[src/rtl/formatador_pkg.sv]
// Shared constants for the serial report formatter: ASCII codes and FSM states.
package formatador_pkg;

  localparam logic [6:0] HEXA_30 = 7'h30;
  localparam logic [6:0] HEXA_37 = 7'h37;
  localparam logic [6:0] HEXA_23 = 7'h23;
  localparam logic [6:0] HEXA_2C = 7'h2C;

  typedef enum logic [2:0] {
    OCIOSO    = 3'd0,
    PREPARA   = 3'd1,
    TRANSMITE = 3'd2,
    ESPERA    = 3'd3,
    PROXIMO   = 3'd4,
    FIM       = 3'd5
  } estado_t;

endpackage

[src/rtl/hex_para_ascii.sv]
// Nibble to ASCII hex digit; 0-9 map to '0'-'9', A-F map to 'A'-'F'.
module hex_para_ascii
  import formatador_pkg::*;
(
  input  logic [3:0] nibble,
  output logic [6:0] ascii
);

  always_comb begin
    if (nibble < 4'd10) ascii = HEXA_30 + {3'b000, nibble};
    else                ascii = HEXA_37 + {3'b000, nibble};
  end

endmodule

[src/rtl/formatador_serial_n.sv]
// Snapshots N_CANAIS measurements on start and streams them as hex text,
// one character per partida/pronto handshake with the serial transmitter.
module formatador_serial_n
  import formatador_pkg::*;
#(
  parameter int         N_CANAIS = 3,
  parameter int         W        = 12,
  parameter int         DIGITOS  = W / 4,
  parameter logic [6:0] SEP      = HEXA_2C,
  parameter logic [6:0] TERM     = HEXA_23
) (
  input  logic                  clock,
  input  logic                  zera,
  input  logic                  iniciar,
  input  logic [N_CANAIS*W-1:0] medidas,
  input  logic                  tx_pronto,
  output logic                  tx_partida,
  output logic [6:0]            tx_dado,
  output logic                  ocupado,
  output logic                  fim_mensagem,
  output logic [2:0]            db_estado
);

  localparam int CW = (N_CANAIS > 1) ? $clog2(N_CANAIS) : 1;
  localparam int DW = $clog2(DIGITOS + 1);
  localparam logic [CW-1:0] ULT_C   = CW'(N_CANAIS - 1);
  localparam logic [DW-1:0] POS_SEP = DW'(DIGITOS);

  estado_t               estado, prox;
  logic [N_CANAIS*W-1:0] snapshot;
  logic [CW-1:0]         idx_c;
  logic [DW-1:0]         idx_d;
  logic [W-1:0]          canal;
  logic [3:0]            nibble;
  logic [6:0]            hex_char, caractere;
  logic                  ultimo;

  // Channel and nibble are picked with compare loops so no unused slice bits remain.
  always_comb begin
    canal = '0;
    for (int c = 0; c < N_CANAIS; c++)
      if (CW'(c) == idx_c) canal = snapshot[c*W +: W];
    nibble = 4'h0;
    for (int d = 0; d < DIGITOS; d++)
      if (DW'(d) == idx_d) nibble = canal[W-1-4*d -: 4];
  end

  hex_para_ascii u_hex (
    .nibble (nibble),
    .ascii  (hex_char)
  );

  always_comb begin
    ultimo    = (idx_c == ULT_C) && (idx_d == POS_SEP);
    caractere = hex_char;
    if (idx_d == POS_SEP) caractere = (idx_c == ULT_C) ? TERM : SEP;
  end

  always_comb begin
    prox = estado;
    case (estado)
      OCIOSO:    if (iniciar) prox = PREPARA;
      PREPARA:   prox = TRANSMITE;
      TRANSMITE: prox = ESPERA;
      ESPERA:    if (tx_pronto) prox = PROXIMO;
      PROXIMO:   prox = ultimo ? FIM : PREPARA;
      FIM:       prox = OCIOSO;
      default:   prox = OCIOSO;
    endcase
  end

  always_ff @(posedge clock) begin
    if (zera) estado <= OCIOSO;
    else      estado <= prox;
  end

  always_ff @(posedge clock) begin
    if (zera) begin
      snapshot <= '0;
      idx_c    <= '0;
      idx_d    <= '0;
      tx_dado  <= 7'h00;
    end else begin
      case (estado)
        OCIOSO: if (iniciar) begin
          snapshot <= medidas;
          idx_c    <= '0;
          idx_d    <= '0;
        end
        PREPARA: tx_dado <= caractere;
        PROXIMO: if (!ultimo) begin
          if (idx_d == POS_SEP) begin
            idx_d <= '0;
            idx_c <= idx_c + CW'(1);
          end else begin
            idx_d <= idx_d + DW'(1);
          end
        end
        default: ;
      endcase
    end
  end

  assign tx_partida   = (estado == TRANSMITE);
  assign ocupado      = (estado != OCIOSO);
  assign fim_mensagem = (estado == FIM);
  assign db_estado    = estado;

endmodule

[config.mk]
export PLATFORM = sky130hd
export DESIGN_NAME = formatador_serial_n
export DESIGN_NICKNAME = d
export VERILOG_FILES = /design/src/rtl/formatador_pkg.sv /design/src/rtl/hex_para_ascii.sv /design/src/rtl/formatador_serial_n.sv
export SDC_FILE = /design/constraint.sdc
export NUM_CORES = 1
export LEC_CHECK = 0
export ABC_AREA = 1
export CAP_MARGIN = 25
export CORE_MARGIN = 4
export CORE_UTILIZATION = 46
export CTS_CLUSTER_DIAMETER = 100
export DETAILED_ROUTE_END_ITERATION = 8
export PLACE_DENSITY_LB_ADDON = 0.12
export SLEW_MARGIN = 0
export SYNTH_ARGS = -nofsm -noshare
export SYNTH_HDL_FRONTEND = slang
export SYNTH_SLANG_ARGS = --single-unit
[constraint.sdc]
create_clock -name clock -period 1.9 [get_ports clock]
set_input_delay 0.38 -clock clock [delete_from_list [all_inputs] [get_ports clock]]
set_output_delay 0.38 -clock clock [all_outputs]
set_load 0.005 [all_outputs]
# Word-level counts from Yosys, hierarchy flattened
# Index checks and enable logic that the tools add are counted.
# totals
elab_cells,55
reg_bits,50
inputBits,40
# classes
n_lt_le_gt_ge,1
mux,20
n_addsub,4
reduce_logical,10
eq_ne,15
# op_table
operator,count
2-to-1 mux 12 bit,3
2-to-1 mux 4 bit,4
one-hot mux 3 bit (5 select lines),1
adder 6 x 4 -> 7 bit (first input constant),2
2-to-1 mux 7 bit,2
2-to-1 mux 2 bit,5
2-to-1 mux 3 bit,3
!= test 2 bit (second input constant),4
one-hot mux 2 bit (2 select lines),2
== test 3 x 2 -> 1 bit (second input constant),2
== test 3 bit (second input constant),2
adder 2 x 1 -> 2 bit (second input constant),2
== test 1 x 2 -> 1 bit (first input constant),2
== test 2 bit (first input constant),2
== test 2 bit (second input constant),2
logical NOT 2 bit,2
less-than comparator 4 bit (second input constant),1
AND reduction 2 bit,2
AND reduction 4 bit,1
== test 3 x 1 -> 1 bit (second input constant),1
logical NOT 3 bit,1
AND reduction 3 bit,1
nonzero test 3 bit,1
nonzero test 2 bit,1
logical AND 1 bit,1

# Depth between registers and ports, before layout
# Gate-level depths: netlist of run 1.
# depth
ltp_word,10
mapped_depth,16
ltp_nobuf,15

# Cells and area by module
# From an unflattened synthesis of run 1, not the netlist that was laid out.
# hier_totals
cells_unflattened,356
area_unflattened_um2,2591.2
# by_module_without_submodules
mod,instances,seq_area_each_um2,area_per_inst_um2,cells_each
formatador_serial_n,1,1001.0,2478.6,333
hex_para_ascii,1,0.0,112.6,23

# Worst setup path after synthesis of run 1
# Ideal clock, no wire load.
# synth_timing
path_kind,flip-flop to flip-flop
startpoint,register idx_c[1]
endpoint,register tx_dado[1]
stages_incl_launch_ff,16
required_ns,1.829
path_buffers,2
setup_slack_ns,-0.031
setup_time_ns,0.071
arrival_time_ns,1.859
synth_period_minus_slack_ns,1.931
path_cell_list,dfxtp_1 > inv_1 > ha_1 > buf_6 > inv_4 > buf_6 > o21ai_0 > nand3_1 > nand3_1 > a21oi_1 > ha_1 > inv_1 > nand3_1 > nand3_1 > nand2_1 > a21oi_1
# synth_via
elab_chain_len,10
elab_cells_between_ends,16
# synth_lines
element,line,text
from (decl),formatador_serial_n.sv:31,logic [CW-1:0] idx_c;
from (signal assigned),formatador_serial_n.sv:94,idx_c <= idx_c + CW'(1);
logical NOT 2 bit,formatador_serial_n.sv:42,if (CW'(c) == idx_c) canal = snapshot[c*W +: W];
2-to-1 mux 12 bit (3 in series),formatador_serial_n.sv:42,
2-to-1 mux 4 bit (3 in series),formatador_serial_n.sv:45,if (DW'(d) == idx_d) nibble = canal[W-1-4*d -: 4];
"adder 6 x 4 -> 7 bit, or another cell as far along",hex_para_ascii.sv:11,"else ascii = HEXA_37 + {3'b000, nibble};"
2-to-1 mux 7 bit,hex_para_ascii.sv:10,"if (nibble < 4'd10) ascii = HEXA_30 + {3'b000, nibble};"
2-to-1 mux 7 bit *,formatador_serial_n.sv:56,if (idx_d == POS_SEP) caractere = (idx_c == ULT_C) ? TERM : SEP;
to (signal assigned),formatador_serial_n.sv:90,PREPARA: tx_dado <= caractere;
to (decl),formatador_serial_n.sv:18,"output logic [6:0] tx_dado,"
# Mark *: on every way between the ends. The rest lies on a longest branch, timed or not.
# A chain may end at the register's enable or synchronous reset.

# Worst setup path after layout of run 1
# Ends and elaborated chain as after synthesis.

==> results of run 1 <==
==> sequential cells by signal, summed over array words and instances, names as in the netlist <==
name and count:
idx_d 2, tx_dado 7, db_estado 3, idx_c 2
snapshot 36
==> logic make-up after synthesis <==
group                    count (synthesis)  share of synthesized area
flip-flops                              50                      0.395
AO/OA/AOI/OAI                          100                      0.232
adder cells (fa/ha/maj)                  8                     0.0395
AND/OR/NAND/NOR                        131                      0.236
buffers and inverters                   58                     0.0973
==> final timing paths <==
check | endpoint | slack, ns | cells past startpoint
min reg2reg | snapshot[30] | 0.47 | 2
min | snapshot[30] | 0.47 | 2
max | tx_dado[1] | -0.0002 | 14
max reg2reg | tx_dado[1] | -0.0002 | 14
==> critical path, stage by stage, from the launching register on <==
cell	delay [ns]
dfxtp_2	0.37
inv_4	0.06
ha_4	0.19
buf_6	0.14
a21oi_2	0.10
nand2_1	0.07
nand2_1	0.06
nand2_1	0.06
a21oi_2	0.15
ha_1	0.24
inv_1	0.05
nand3_1	0.07
nand3_1	0.07
nand2_1	0.07
a21oi_2	0.14
==> area by class of cell <==
cell class,count,area share
multi-input combinational,239,0.392
timing repair buffer,81,0.220
sequential,50,0.291
tap,70,0.0251
inverter,39,0.0456
clock inverter,1,0.00144
clock buffer,7,0.0248
==> placed cells by master, fill, tap and decap left out, types with 2 or more instances in the layout <==
cell	n
o21ai_0	11
dfxtp_1	44
a21oi_1	55
buf_6	3
clkdlybuf4s50_1	50
inv_2	8
inv_1	27
a31oi_1	2
a21oi_2	10
nand2_2	5
dfxtp_4	2
nor2_2	4
nor2_1	15
nand3_1	37
ha_4	4
dlymetal6s2s_1	2
ha_1	4
inv_4	2
nand3_2	2
buf_4	25
o211ai_2	2
nand2_1	62
a21oi_4	2
o21ai_2	2
dfxtp_2	4
a211oi_2	2
clkbuf_8	6
o21ai_1	11
==> power by group through the flow <==
stage	Clock, mW	Combinational (mW)	Sequential, mW
floorplan	0	0.917	1.28
global placement	0	1.41	1.30
detailed placement	0	1.43	1.30
CTS	0.657	1.51	1.29
global route	0.696	1.76	1.32
finish	0.645	1.57	1.30
==> cell usage after synthesis, drive strengths merged <==
cell | number | area [um^2]
a211oi | 2 | 25.0
a21boi | 1 | 7.51
a21oi | 67 | 377
a31oi | 2 | 12.5
buf | 7 | 52.5
clkbuf | 12 | 45.0
clkinv | 1 | 3.75
dfxtp | 50 | 1000
ha | 8 | 100
inv | 38 | 145
nand2 | 68 | 273
nand3 | 39 | 205
nor2 | 20 | 92.6
nor3 | 2 | 15.0
o211ai | 3 | 32.5
o21ai | 24 | 124
o221ai | 1 | 8.76
or2 | 2 | 12.5
==> repair_timing <==
action,CTS,global route
setup endpoints to repair,8,8
endpoints found under the hold margin,0,0
pin swaps,6,12
hold buffers,0,0
gates resized for setup,24,17
buffers inserted,1,3
==> routing by layer <==
layer | GRT usage | vias up | routed length (um)
li1 | - | 1287 | -
met1 | 0.273 | 1110 | 3140
met2 | 0.321 | 52 | 3000
met3 | 0.0434 | 8 | 273
met4 | 0.0598 | 0 | 72
met5 | 0 | - | 0
==> impl_metrics.json, run 1 <==
{
  "netlist_instances": 347,
  "syn_nets": 395,
  "slew_violations": 0,
  "die_w_um": 82.2,
  "core_area_um2": 5200,
  "ant_nets": 0,
  "clock_path_buffers": 2,
  "status": "complete, but fails checks",
  "r2r-start": "idx_c[1]",
  "internal_power_mw": 2.23,
  "seq_area_frac_synth": 0.395,
  "cts_buffers": 5,
  "min_period_ns": 1.90,
  "final_util": 0.669,
  "yosysUniqueCellTypes": 34,
  "post-route-drc-count": 0,
  "grt_setup_unrepaired": "true",
  "max_freq_mhz": 526,
  "multi_input_area_um2": 1370,
  "place_congestion": 0.826,
  "dp_hpwl_um": 4660,
  "p_per_area_nw_per_um2": 1010,
  "route.detailed.wl_per_inst_um": 13.3,
  "hold_start": "snapshot[30]",
  "grt_remaining_overflow": 0,
  "seq_power_share": 0.369,
  "switching_share": 0.367,
  "holdWs_ns": 0.467,
  "drt_iter0_markers": 113,
  "grt_pass1_vias": 2286,
  "grt_max_degree": 49,
  "cellLeakagePower_nw": 1.42,
  "place_inst": 475,
  "antenna_found_initial": 0,
  "synth_seq_cells": 50,
  "path_clk_slew_ns": 0.09,
  "crit_required_ns": 2.14,
  "io_buffers": 52,
  "syn_area_um2": 2530,
  "vias_per_cell": 5.05,
  "grt_pass1_wl_um": 10500,
  "irDropWorstVdd_mv": 0.554,
  "first_pass_iters": 4,
  "power_mw": 3.52,
  "area_growth_pct": 37.6,
  "min_path_type": "register to register",
  "register_area_um2": 1010,
  "cp-end-kind": "register",
  "fp.dieArea_um2": 6760,
  "violations": "setup timing",
  "slew_headroom": 0.708,
  "vias": 2457,
  "cts_sinks": 50,
  "num_antenna_cells": 0,
  "io_pins": 53,
  "crit_start": "idx_c[1]",
  "timing.setup.tns_ns": -0.000153,
  "clockPowerShare": 0.183,
  "power.share.combinational": 0.447,
  "finalWirelength_um": 6480,
  "cts_tree": "built",
  "num_rows": 26,
  "drive_above_1_share": 0.216,
  "h-tree-depth": 2,
  "avgSynthCellArea_um2": 7.30,
  "final-setup-viol-count": 1,
  "cp_max_fo": 8,
  "num-nets-final": 464,
  "worstPathArrival_ns": 2.14,
  "root_buffer": "clkbuf_8",
  "fin_skew_ns": 0.00703,
  "finalHoldViolations": 0,
  "fill_cells": 473,
  "ys.warnings.count": 0,
  "grt_util_all_layers": 0.202,
  "final.setup.worst_slack_ns": -0.000153,
  "die_y_um": 82.2,
  "switchingPower_mw": 1.29,
  "stdcell_area_um2": 3480,
  "layout.cells.non_filler": 487,
  "period_share": 1.00,
  "maxCapViolations": 0,
  "clk_latency_ns": 0.31,
  "criticalPathCategory": "register to register",
  "start_kind": "register",
  "preCtsSetupSlack_ns": -0.146,
  "worstMarginPinSlew_ns": 0.436,
  "place_area_um2": 3250,
  "floorplan.initialDensity": 0.487
}
(Power assumes the default switching activity.)
==> inputs of run 2 (changes only) <==
--- a/config.mk
+++ b/config.mk
@@ -7,7 +7,6 @@
 export LEC_CHECK = 0
 export ABC_AREA = 1
 export CAP_MARGIN = 25
-export CORE_MARGIN = 4
 export CORE_UTILIZATION = 46
 export CTS_CLUSTER_DIAMETER = 100
 export DETAILED_ROUTE_END_ITERATION = 8
==> constraint.sdc (replaced) <==
create_clock -name clock -period 1.9 [get_ports clock]
set_input_delay 0.285 -clock clock [delete_from_list [all_inputs] [get_ports clock]]
set_output_delay 0.285 -clock clock [all_outputs]
set_load 0.005 [all_outputs]
==> run 2 against run 1 <==
  * Combinational power is 3% lower
  * The run still ends with setup timing left
  * Die area is 14% lower
  * Cell count is 0.62% lower
  * First-iteration DRC count is 27% higher
  * Clock power is 17% higher
  * Count of clock-buffer cells in the layout is 2 lower
  * Sequential share of layout area is 0.15 points higher
  * Largest power group unchanged
  * Global-route usage is 2.9 points higher
  * Largest cell class unchanged
==> impl_metrics.json, run 2 (same netlist as run 1, synthesis figures left out) <==
{
  "status": "complete, but fails checks",
  "violations": "setup timing",
  "grtUsageMet1": 0.321,
  "core_area_um2": 5200,
  "finalHoldViolations": 0,
  "maxCapViolations": 0,
  "place_area_um2": 3240,
  "grt_remaining_overflow": 0,
  "cts_sinks": 50,
  "num_rows": 26,
  "die_y_um": 76.2,
  "min_period_ns": 1.93,
  "reg2reg_to": "tx_dado[1]",
  "floorplan.initialDensity": 0.487,
  "slew_headroom": 0.728,
  "cp_common_cell": "a21oi_1",
  "preCtsSetupSlack_ns": -0.123,
  "cts_buffers": 5,
  "max_freq_mhz": 518,
  "start_kind": "register",
  "period_share": 1.02,
  "area_growth_pct": 36.2,
  "clock_path_buffers": 2,
  "drt_iter0_markers": 143,
  "max_stage_delay_ns": 0.34,
  "hold_start": "snapshot[34]",
  "post-route-drc-count": 0,
  "path_clk_slew_ns": 0.10,
  "slew_violations": 0,
  "worstPathArrival_ns": 2.17,
  "num_antenna_cells": 0,
  "crit_required_ns": 2.14,
  "place_congestion": 0.891,
  "grt_max_degree": 49,
  "num-nets-final": 461,
  "grt_pass1_vias": 2383,
  "hold_path_depth": 2,
  "grt_pass1_wl_um": 10900,
  "criticalPathCategory": "register to register",
  "final_util": 0.663,
  "worstMarginPinSlew_ns": 0.406,
  "layout.cells.non_filler": 484,
  "hold_end": "snapshot[34]",
  "dp_hpwl_um": 4590,
  "route.detailed.wl_per_inst_um": 12.9,
  "die_w_um": 76.2,
  "ant_nets": 0,
  "final_common_cell": "nand2_1",
  "vias_per_cell": 5.17,
  "final.setup.worst_slack_ns": -0.0319,
  "irDropWorstVdd_mv": 0.525,
  "use_met2": 0.369,
  "first_pass_iters": 4,
  "h-tree-depth": 2,
  "fill_cells": 479,
  "clk_latency_ns": 0.31,
  "grt.busiest_layer": "met2",
  "io_pins": 53,
  "stdcell_area_um2": 3450,
  "p_per_area_nw_per_um2": 1030,
  "holdWs_ns": 0.460,
  "final_cell_mix": "nand2_1 (62), a21oi_1 (56), clkdlybuf4s50_1 (52)",
  "grt_setup_unrepaired": "true",
  "top_register": "snapshot",
  "worstPathCellList": "buf_4 > ha_4 > buf_4 > a21oi_1 > a21oi_1 > a21oi_2 > ha_1 > inv_1 > nand3_1 > nand3_1 > nand2_1 > a21oi_1",
  "antenna_found_initial": 0,
  "io_buffers": 52,
  "drive_above_1_share": 0.198,
  "gr-usage-met3": 0.0371,
  "grt_util_all_layers": 0.231,
  "fin_skew_ns": 0.00879,
  "cellLeakagePower_nw": 1.38,
  "cpMaxStageDelayCell": "dfxtp_2",
  "r2r_setup_slack_ns": -0.03,
  "cpLargestDelayFamily": "compound AO/OA/AOI/OAI gates",
  "r2r-start": "idx_c[1]",
  "min_path_type": "register to register",
  "path_buf_inv": 3,
  "cp-end-kind": "register",
  "largest_reg_flops": 36,
  "reg2reg_depth": 12,
  "place_inst": 474,
  "final-setup-viol-count": 3,
  "cts_tree": "built",
  "ctsHoldBuffers": 0,
  "fp.dieArea_um2": 5810,
  "finalWirelength_um": 6230,
  "root_buffer": "clkbuf_8",
  "vias": 2502,
  "cp_max_fo": 9
}
## run 2: changes by cell type in the layout (fill, tap and decap cells not counted), sizes merged
cell	delta
clkinv	-1
clkdlybuf4s50	+2
clkinvlp	+2
dlymetal6s2s	-2
buf	-3
bufinv	+1
clkbuf	-2
## run 2: timing repair
item | CTS | global route
resized for setup | 20 | 6
endpoints found under the setup margin | 7 | 8
pin swaps | 7 | 4
gates cloned | 0 | 0
buffers inserted | 1 | 1
## run 2: cell type report
| class | count | area [um^2] | share of cell area |
|---|---|---|---|
| clock buffers | 5 | 68.8 | 0.0199 |
| clock inverters | 3 | 45.0 | 0.0131 |
| inverters | 39 | 149 | 0.0432 |
| multi-input cells | 239 | 1360 | 0.393 |
| flip-flops and latches | 50 | 1010 | 0.292 |
| well taps | 70 | 87.6 | 0.0254 |
| repair buffers | 78 | 736 | 0.213 |
## run 2: how the worst max path moves through the flow
stage	from	endpoint	slack, ns	cells past startpoint
after floorplan	idx_c[1]	tx_dado[1]	0.009	15
after global placement	idx_c[1]	tx_dado[2]	-0.01	15
after detailed placement	idx_c[1]	tx_dado[1]	-0.12	14
after CTS	idx_c[1]	tx_dado[0]	0.0006	15
after global routing	idx_c[1]	tx_dado[2]	-0.19	15
final	idx_c[1]	tx_dado[1]	-0.03	12
## run 2: through the flow
stage / TNS [ns] / power (mW)
final: -0.0548 / 3.57
after global routing: -0.662 / 3.82
after CTS: 0 / 3.56
after detailed placement: -0.433 / 2.71
after global placement: -0.0102 / 2.68
after floorplan: 0 / 2.20
## run 2: per-layer routing
layer | vias to the layer above | wire (um)
met5 | - | 0
met4 | 0 | 89
met3 | 11 | 286
met2 | 60 | 2780
met1 | 1149 | 3070
li1 | 1282 | -
## run 2: worst min-delay path, cell delays in order, from the launching register on
cell	delay, ns
dfxtp_1	0.31
inv_1	0.06
a21oi_1	0.06
## run 2: power breakdown
part | internal (mW) | switching (mW) | total, mW
combinational | 0.694 | 0.826 | 1.52
sequential | 1.20 | 0.0923 | 1.29
clock | 0.392 | 0.365 | 0.757
